--- src/rtl/garo_pkg.sv ---
// Shared types and constants for the garo_arbiter entropy-sharing block.
package garo_pkg;

  typedef enum logic [1:0] {
    ST_IDLE    = 2'd0,
    ST_COLLECT = 2'd1,
    ST_DELIVER = 2'd2
  } garo_state_e;

  localparam int RND_W         = 8;
  localparam int SPC_W         = 4;
  localparam int CNT_W         = 3;
  localparam int NUM_REQ_DEF   = 4;
  localparam int OUT_BYTES_DEF = 2;
  localparam int SPACING_DEF   = 4;
  localparam int REP_LIMIT_DEF = 8;

endpackage

--- src/rtl/garo_arbiter_rr_pick.sv ---
// Combinational round-robin selector: first set req bit at or after ptr, wrapping.
module rr_pick #(
  parameter int NUM_REQ = 4,
  parameter int PW      = 2
) (
  input  logic [NUM_REQ-1:0] req,
  input  logic [PW-1:0]      ptr,
  output logic [NUM_REQ-1:0] gnt,
  output logic [PW-1:0]      idx,
  output logic               valid
);

  int            j;
  logic [PW-1:0] j_idx;

  always_comb begin
    gnt   = '0;
    idx   = '0;
    valid = 1'b0;
    j     = 0;
    j_idx = '0;
    for (int i = 0; i < NUM_REQ; i++) begin
      j = int'(ptr) + i;
      if (j >= NUM_REQ) j = j - NUM_REQ;
      j_idx = PW'(j);
      if (!valid && req[j_idx]) begin
        valid      = 1'b1;
        gnt[j_idx] = 1'b1;
        idx        = j_idx;
      end
    end
  end

endmodule

--- src/rtl/garo_arbiter.sv ---
// Round-robin sharing of one 8-bit entropy source; OUT_BYTES spaced samples per word.
// Optional repetition-count health test enabled with `define GARO_HEALTH_EN.
module garo_arbiter
  import garo_pkg::*;
#(
  parameter int NUM_REQ   = NUM_REQ_DEF,
  parameter int OUT_BYTES = OUT_BYTES_DEF,
  parameter int SPACING   = SPACING_DEF,
  parameter int REP_LIMIT = REP_LIMIT_DEF
) (
  input  logic                       clk,
  input  logic                       rst,
  input  logic [RND_W-1:0]           rnd_in,
  input  logic [NUM_REQ-1:0]         req,
  output logic [NUM_REQ-1:0]         ack,
  output logic [RND_W*OUT_BYTES-1:0] rnd_out,
  output logic [NUM_REQ-1:0]         gnt,
  output logic                       busy,
  output logic                       fault
);

  localparam int PW     = (NUM_REQ > 1) ? $clog2(NUM_REQ) : 1;
  localparam int WORD_W = RND_W * OUT_BYTES;

  garo_state_e        state_q, state_n;
  logic [PW-1:0]      ptr_q, ptr_n, own_q, own_n, own_inc;
  logic [NUM_REQ-1:0] gnt_q, gnt_n, pick_gnt;
  logic [PW-1:0]      pick_idx;
  logic               pick_vld;
  logic [SPC_W-1:0]   spc_q, spc_n;
  logic [CNT_W-1:0]   nb_q, nb_n;
  logic [WORD_W-1:0]  shr_q, shr_n, word_q, word_n, shr_cap;
  logic               cap, trip, fault_q;

  rr_pick #(.NUM_REQ(NUM_REQ), .PW(PW)) u_pick (
    .req   (req),
    .ptr   (ptr_q),
    .gnt   (pick_gnt),
    .idx   (pick_idx),
    .valid (pick_vld)
  );

  assign own_inc = (own_q == PW'(NUM_REQ - 1)) ? '0 : own_q + 1'b1;
  assign cap     = (state_q == ST_COLLECT) && (spc_q == '0) && req[own_q];
  assign shr_cap = (shr_q << RND_W) | WORD_W'(rnd_in);

`ifdef GARO_HEALTH_EN
  localparam int RW = $clog2(REP_LIMIT + 1);
  logic [RND_W-1:0] last_q;
  logic [RW-1:0]    rep_q, rep_n;

  // Zero repeat count means no sample has been captured since reset.
  always_comb begin
    rep_n = rep_q;
    if (cap) rep_n = (rep_q != '0 && rnd_in == last_q) ? rep_q + 1'b1 : RW'(1);
  end

  assign trip = cap && (rep_n == RW'(REP_LIMIT));

  always_ff @(posedge clk) begin
    if (rst) begin
      last_q  <= '0;
      rep_q   <= '0;
      fault_q <= 1'b0;
    end else if (cap) begin
      last_q <= rnd_in;
      rep_q  <= rep_n;
      if (trip) fault_q <= 1'b1;
    end
  end
`else
  assign trip    = 1'b0;
  assign fault_q = 1'b0;
`endif

  always_comb begin
    state_n = state_q;
    ptr_n   = ptr_q;
    own_n   = own_q;
    gnt_n   = gnt_q;
    spc_n   = spc_q;
    nb_n    = nb_q;
    shr_n   = shr_q;
    word_n  = word_q;
    unique case (state_q)
      ST_IDLE: begin
        if (pick_vld && !fault_q) begin
          gnt_n   = pick_gnt;
          own_n   = pick_idx;
          spc_n   = SPC_W'(SPACING - 1);
          nb_n    = '0;
          state_n = ST_COLLECT;
        end
      end
      ST_COLLECT: begin
        // A dropped request or a health trip abandons the partial word.
        if (!req[own_q] || trip) begin
          gnt_n   = '0;
          ptr_n   = own_inc;
          state_n = ST_IDLE;
        end else if (spc_q == '0) begin
          shr_n = shr_cap;
          nb_n  = nb_q + 1'b1;
          spc_n = SPC_W'(SPACING - 1);
          if (nb_q == CNT_W'(OUT_BYTES - 1)) begin
            word_n  = shr_cap;
            state_n = ST_DELIVER;
          end
        end else begin
          spc_n = spc_q - 1'b1;
        end
      end
      ST_DELIVER: begin
        gnt_n   = '0;
        ptr_n   = own_inc;
        state_n = ST_IDLE;
      end
      default: state_n = ST_IDLE;
    endcase
  end

  always_ff @(posedge clk) begin
    if (rst) begin
      state_q <= ST_IDLE;
      ptr_q   <= '0;
      own_q   <= '0;
      gnt_q   <= '0;
      spc_q   <= '0;
      nb_q    <= '0;
      word_q  <= '0;
    end else begin
      state_q <= state_n;
      ptr_q   <= ptr_n;
      own_q   <= own_n;
      gnt_q   <= gnt_n;
      spc_q   <= spc_n;
      nb_q    <= nb_n;
      word_q  <= word_n;
    end
  end

  // Partial samples are always flushed by OUT_BYTES shifts, so no reset is needed.
  always_ff @(posedge clk) begin
    shr_q <= shr_n;
  end

  assign ack     = (state_q == ST_DELIVER && !rst) ? gnt_q : '0;
  assign gnt     = gnt_q;
  assign rnd_out = word_q;
  assign busy    = (state_q != ST_IDLE);
  assign fault   = fault_q;

endmodule

--- config.mk ---
export PLATFORM = sky130hd
export DESIGN_NAME = garo_arbiter
export DESIGN_NICKNAME = d
export VERILOG_FILES = /design/src/rtl/garo_pkg.sv /design/src/rtl/garo_arbiter_rr_pick.sv /design/src/rtl/garo_arbiter.sv
export SDC_FILE = /design/constraint.sdc
export NUM_CORES = 1
export LEC_CHECK = 0
export BUFFER_PORTS_ARGS = -buffer_cell sky130_fd_sc_hd__buf_2
export CAP_MARGIN = 30
export CELL_PAD_IN_SITES_DETAIL_PLACEMENT = 0
export CELL_PAD_IN_SITES_GLOBAL_PLACEMENT = 1
export CORE_MARGIN = 3
export CORE_UTILIZATION = 46
export CTS_CLUSTER_SIZE = 30
export DETAILED_ROUTE_END_ITERATION = 7
export GPL_TIMING_DRIVEN = 0
export PLACE_DENSITY_LB_ADDON = 0.3
export SLEW_MARGIN = 40
export SYNTH_ARGS = -nofsm -noshare
export SYNTH_HDL_FRONTEND = slang
export SYNTH_SLANG_ARGS = --single-unit
--- constraint.sdc ---
create_clock -name clk -period 6.2 [get_ports clk]
set_input_delay 1.24 -clock clk [delete_from_list [all_inputs] [get_ports clk]]
set_output_delay 1.24 -clock clk [all_outputs]
set_load 0.02 [all_outputs]
# Word level (Yosys, flattened, before mapping)
# Index checks and enable logic that the tools add are counted.
# totals
register_bits,41
wordCells,125
# classes
bitwise,4
muxes,54
add_sub_neg,10
reduce_logical,26
n_eq_ne,10
order_cmp,13
# op_table
cell,n
2-to-1 mux 4 bit,10
2-to-1 mux 2 bit,14
OR 16 x 8 -> 16 bit,1
< comparator 2 x 3 -> 1 bit (second input constant),5
2-to-1 mux 1 bit,13
OR 4 bit,3
one-hot mux 4 bit (3 select lines),1
AND reduction 3 bit,4
binary-select mux 1 bit (select 2 bit),5
greater-or-equal comparator 3 bit (second input constant),3
2-to-1 mux 3 bit,3
demux 1 bit (select 2 bit),4
greater-or-equal comparator 2 x 1 -> 1 bit (second input constant),4
logical AND 1 bit,8
one-hot mux 2 bit (2 select lines),2
one-hot mux 4 bit (2 select lines),1
AND reduction 4 bit,2
subtractor 2 x 1 -> 2 bit (second input constant),4
adder 2 x 2 -> 3 bit (second input constant),2
inequality test 3 x 2 -> 1 bit (second input constant),2
one-hot mux 3 bit (2 select lines),1
nonzero test 2 bit,3
equality test 2 bit (second input constant),2
zero test 1 bit,4
other kinds (13),16

# Longest topological paths before layout
# depth
depth_word,16
ltp_mapped,9

# Cells and area by module
# From an unflattened synthesis, not the netlist that was laid out.
# hier_totals
hier_cells,242
hier_area_um2,2243.4
# by_module_without_submodules
module,n_inst,area_each_um2,cells_each
garo_arbiter,1,1821.7,197
rr_pick,1,421.7,45

# Worst setup path after synthesis
# OpenSTA, ideal clock, no wires.
# synth_timing
kind,input port to flip-flop
startpoint,input req[2]
endpoint,register spc_q[3]
setup_slack_ps,3198
path_stages,6
arrival_ps,2869
required_time_ps,6067
setup_time_ps,133
path_buffers,1
cell_sequence,buf_6 > mux4_2 > or4_4 > o221ai_1 > xor2_1 > nor3_1
# synth_between
elab_chain_cells,14
word_cells_on_any_way,23
classes_between,2 x eq/ne; 14 x mux; 7 x reduce/logical
# synth_lines
item,line_no,rtl
from (decl),garo_arbiter.sv:14,"input logic [NUM_REQ-1:0] req,"
binary-select mux 1 bit (select 2 bit),garo_arbiter_rr_pick.sv:26,if (!valid && req[j_idx]) begin
2-to-1 mux 1 bit (implied by the code),garo_arbiter_rr_pick.sv:26,
2-to-1 mux 1 bit,garo_arbiter_rr_pick.sv:26,
zero test 1 bit,garo_arbiter_rr_pick.sv:26,
logical AND 1 bit,garo_arbiter_rr_pick.sv:26,
2-to-1 mux 1 bit,garo_arbiter_rr_pick.sv:26,
zero test 1 bit,garo_arbiter_rr_pick.sv:26,
logical AND 1 bit,garo_arbiter_rr_pick.sv:26,
2-to-1 mux 1 bit,garo_arbiter_rr_pick.sv:26,
zero test 1 bit,garo_arbiter_rr_pick.sv:26,
logical AND 1 bit,garo_arbiter_rr_pick.sv:26,
2-to-1 mux 1 bit,garo_arbiter_rr_pick.sv:26,
inequality test 2 bit (no line),-,
AND reduction 3 bit (no line) *,-,
to (signal assigned),garo_arbiter.sv:136,spc_q <= spc_n;
to (decl),garo_arbiter.sv:30,"logic [SPC_W-1:0] spc_q, spc_n;"
# Mark *: on every way between the ends. The rest lies on a longest branch, timed or not. The select of a mux whose other input is x is not followed.
# A chain may end at the register's enable or synchronous reset.

# Worst setup path in the final report
# layout_timing
startpoint,register ptr_q[0]
endpoint,"register gnt_q[3], in the netlist gnt[3]"
# layout_between
elab_chain_cells,16
word_cells_on_any_way,64
classes_between,7 x add/sub; 12 x order compare; 1 x eq/ne; 30 x mux; 3 x bitwise; 11 x reduce/logical
# layout_lines
item,line_no,rtl
from (decl),garo_arbiter.sv:26,"logic [PW-1:0] ptr_q, ptr_n, own_q, own_n, own_inc;"
from (signal assigned),garo_arbiter.sv:133,ptr_q <= ptr_n;
branches (longest 16 deep; another with adder 2 x 1 -> 3 bit),-,
to (signal assigned),garo_arbiter.sv:135,gnt_q <= gnt_n;
to (decl),garo_arbiter.sv:27,"logic [NUM_REQ-1:0] gnt_q, gnt_n, pick_gnt;"
# Parallel ways; which one is timed is not known. The select of a mux whose other input is x is not followed.

==> load_flow_metrics.sql <==
INSERT INTO impl_metrics (metric_group, metric, value, unit) VALUES
('setup_path', 'worst-r2r-cell-count', '8', ''),
('sta', 'max_freq', '0.314', 'GHz'),
('synth', 'synth_register_bits', '41', ''),
('cells_and_area', 'n_fill_cell', '403', ''),
('place', 'place.gp.congestion', '0.805', ''),
('sta', 'timing.final.crit_period', '3.19', 'ns'),
('place', 'buffer_ports.inserted', '37', ''),
('sta', 'timing.final.ws_setup', '3.01', 'ns'),
('cells_and_area', 'n_antenna_cell', '0', ''),
('sta', 'final.hold.worst_slack', '0.485', 'ns'),
('clocking', 'postCtsHoldBufs', '0', ''),
('clocking', 'cts_buffers', '5', ''),
('power', 'p_leak', '1.17', 'nW'),
('clocking', 'postCtsSetupRepairBufs', '0', ''),
('clocking', 'clk-insertion-delay-late', '0.29', 'ns'),
('cells_and_area', 'area_growth_syn_to_layout', '16.6', '%'),
('grt', 'first_global_vias', '1521', ''),
('synth', 'synth_cell_type_count', '43', ''),
('hold_path', 'worstHoldPathType', 'register to register', ''),
('synth', 'synth_compound_area_share', '12.6', '%'),
('place', 'hpwl_dp', '3080', 'um'),
('synth', 'postSynthAreaPerCell', '10.3', 'sq um'),
('cells_and_area', 'final_layout_size_suffix_gt1_share', '24.3', '%'),
('routing', 'post-route-drc-count', '0', ''),
('grt', 'grt_first_pass_wirelength', '7130', 'um'),
('sta', 'post-route-period-util', '51.4', '%'),
('setup_path', 'crit_arrival', '3.37', 'ns'),
('synth', 'synth_simple_gate_area_share', '16.5', '%'),
('setup_path', 'r2r_slack', '3.01', 'ns'),
('routing', 'detail_route.wl_per_cell', '13.6', 'um'),
('floorplanning', 'core_area', '4440', 'sq um'),
('routing', 'dr_total_vias', '1631', ''),
('floorplanning', 'die_w', '74.5', 'um'),
('routing', 'final_antenna_net_count', '0', ''),
('clocking', 'clkSlewWorstSetupHoldPaths', '0.08', 'ns'),
('sta', 'relSlewSlack', '58.4', '%'),
('setup_path', 'cp_max_fo', '10', ''),
('grt', 'grt_start_max_net_pins', '14', ''),
('synth', 'synth_top_cell_area_share', '30.6', '%'),
('sta', 'fin_skew', '0.0112', 'ns'),
('setup_path', 'cpMaxStageDelayCell', 'sky130_fd_sc_hd__mux4_2', ''),
('place', 'detailedPlace.worstSlack', '2.99', 'ns'),
('floorplanning', 'io_pins', '40', ''),
('synth', 'synth_top_family_by_area', 'simple AND/OR/NAND/NOR gates', ''),
('routing', 'initialDrtViolationCount', '80', ''),
('sta', 'final_hold_viol_count', '0', ''),
('sta', 'setup_total_negative_slack', '0', 'ns'),
('cells_and_area', 'layout.nets', '283', ''),
('flow_run', 'maxCapViolations', '0', ''),
('clocking', 'cts_tree', 'yes', ''),
('grt', 'antenna_violations_before_repair', '0', ''),
('floorplanning', 'fp.dieH', '74.5', 'um'),
('synth', 'post_synth_fa_ha_maj_area_fraction', '8.70', '%'),
('hold_path', 'whs_path_depth', '2', ''),
('clocking', 'clock_tree.buffer_depth', '2', ''),
('synth', 'syn-cell-area', '2160', 'sq um'),
('clocking', 'cts_root_buffer', 'sky130_fd_sc_hd__clkbuf_8', ''),
('synth', 'synth_nets', '239', ''),
('grt', 'grt_overflow_total', '0', ''),
('routing', 'drt_wl_total', '4160', 'um'),
('sta', 'worstMarginPinSlew', '0.615', 'ns'),
('clocking', 'clock-sinks', '41', ''),
('synth', 'synthXorXnorAreaFrac', '0.812', '%'),
('sta', 'timing.final.setup_violations', '0', ''),
('synth', 'synth_edf_count', '8', ''),
('clocking', 'h-tree-depth', '2', ''),
('outcome', 'run_status', 'finished, final reports clean', ''),
('synth', 'synth_area_leader_cell', 'sky130_fd_sc_hd__dfxtp_1', ''),
('power', 'worst_ir_drop_vdd', '0.000243', 'V'),
('sta', 'finalMaxSlewViolations', '0', ''),
('setup_path', 'worstSetupPathType', 'register to register', '');
## logic make-up after synthesis
kind of cell | count (synthesis)
AOI/OAI and AO/OA | 36
xor gates and xnor gates | 2
adders and majority gates | 15
buffers and inverters | 20
DFF | 41
muxes | 26
other | 1
and+or+nand+nor | 69
## routing by layer
layer	global-route usage (%)	vias to the layer above	share of wire [%]
met5	0	-	0
met4	7.11	0	1.3
met3	2.70	6	3.6
met2	26.5	29	47
met1	21.9	757	48
li1	-	839	-
## sequential cells by signal, summed over array words and instances, names as in the netlist
name	flops
spc_q	4
state_q	2
gnt	4
nb_q	3
ptr_q	2
shr_q	8
rnd_out	16
own_q	2
## power breakdown
group / internal (mW) / switching, mW / total [mW]
clock network: 0.120 / 0.0913 / 0.211
logic: 0.181 / 0.244 / 0.425
registers: 0.323 / 0.0434 / 0.366
## cell type report
type	instances	area [sq um]	area share, %
inverter	10	37.5	1.49
sequential	41	901	35.8
timing repair buffer	37	185	7.36
clock buffer	6	72.6	2.89
multi-input combinational	149	1170	46.4
tap	52	65.1	2.59
buffer	10	52.6	2.09
clock inverter	2	35.0	1.39
## worst max-delay path, delay by kind of cell, from the launching register on
| kind | cells | cell delay (ns) |
|---|---|---|
| and+or+nand+nor | 3 | 0.87 |
| muxes | 1 | 0.66 |
| DFF | 1 | 0.49 |
| buffers and inverters | 2 | 0.42 |
| adders and majority gates | 1 | 0.41 |
| AOI/OAI and AO/OA | 1 | 0.22 |
## final timing paths
path | start | to
worst max-delay path | ptr_q[0] | gnt[3]
worst min-delay path | shr_q[5] | rnd_out[13]
worst max register to register | ptr_q[0] | gnt[3]
worst min register to register | shr_q[5] | rnd_out[13]
## through the flow
step,instances,area [sq um]
after floorplan,210,2160
after global placement,299,2410
after detailed placement,299,2410
after CTS,307,2510
after global routing,307,2510
final,307,2510
## cell usage in the layout (no fill, tap or decap), types with 2 or more instances in the layout
master and n:
sky130_fd_sc_hd__clkbuf_1 6, sky130_fd_sc_hd__mux4_2 4, sky130_fd_sc_hd__edfxtp_1 8, sky130_fd_sc_hd__a311oi_1 3, sky130_fd_sc_hd__ha_1 15, sky130_fd_sc_hd__a221oi_1 5, sky130_fd_sc_hd__o21ai_0 6, sky130_fd_sc_hd__a21oi_1 7
sky130_fd_sc_hd__nor3_1 6, sky130_fd_sc_hd__nand2_1 9, sky130_fd_sc_hd__dfxtp_1 33, sky130_fd_sc_hd__nand3b_1 3, sky130_fd_sc_hd__and2_1 5, sky130_fd_sc_hd__nor2_1 30, sky130_fd_sc_hd__a22o_1 4, sky130_fd_sc_hd__buf_2 40
sky130_fd_sc_hd__mux2i_1 20, sky130_fd_sc_hd__o221ai_1 2, sky130_fd_sc_hd__inv_1 9, sky130_fd_sc_hd__nor2b_1 8, sky130_fd_sc_hd__a211oi_1 3, sky130_fd_sc_hd__clkbuf_8 5
Power figures use the tool's default switching activity.
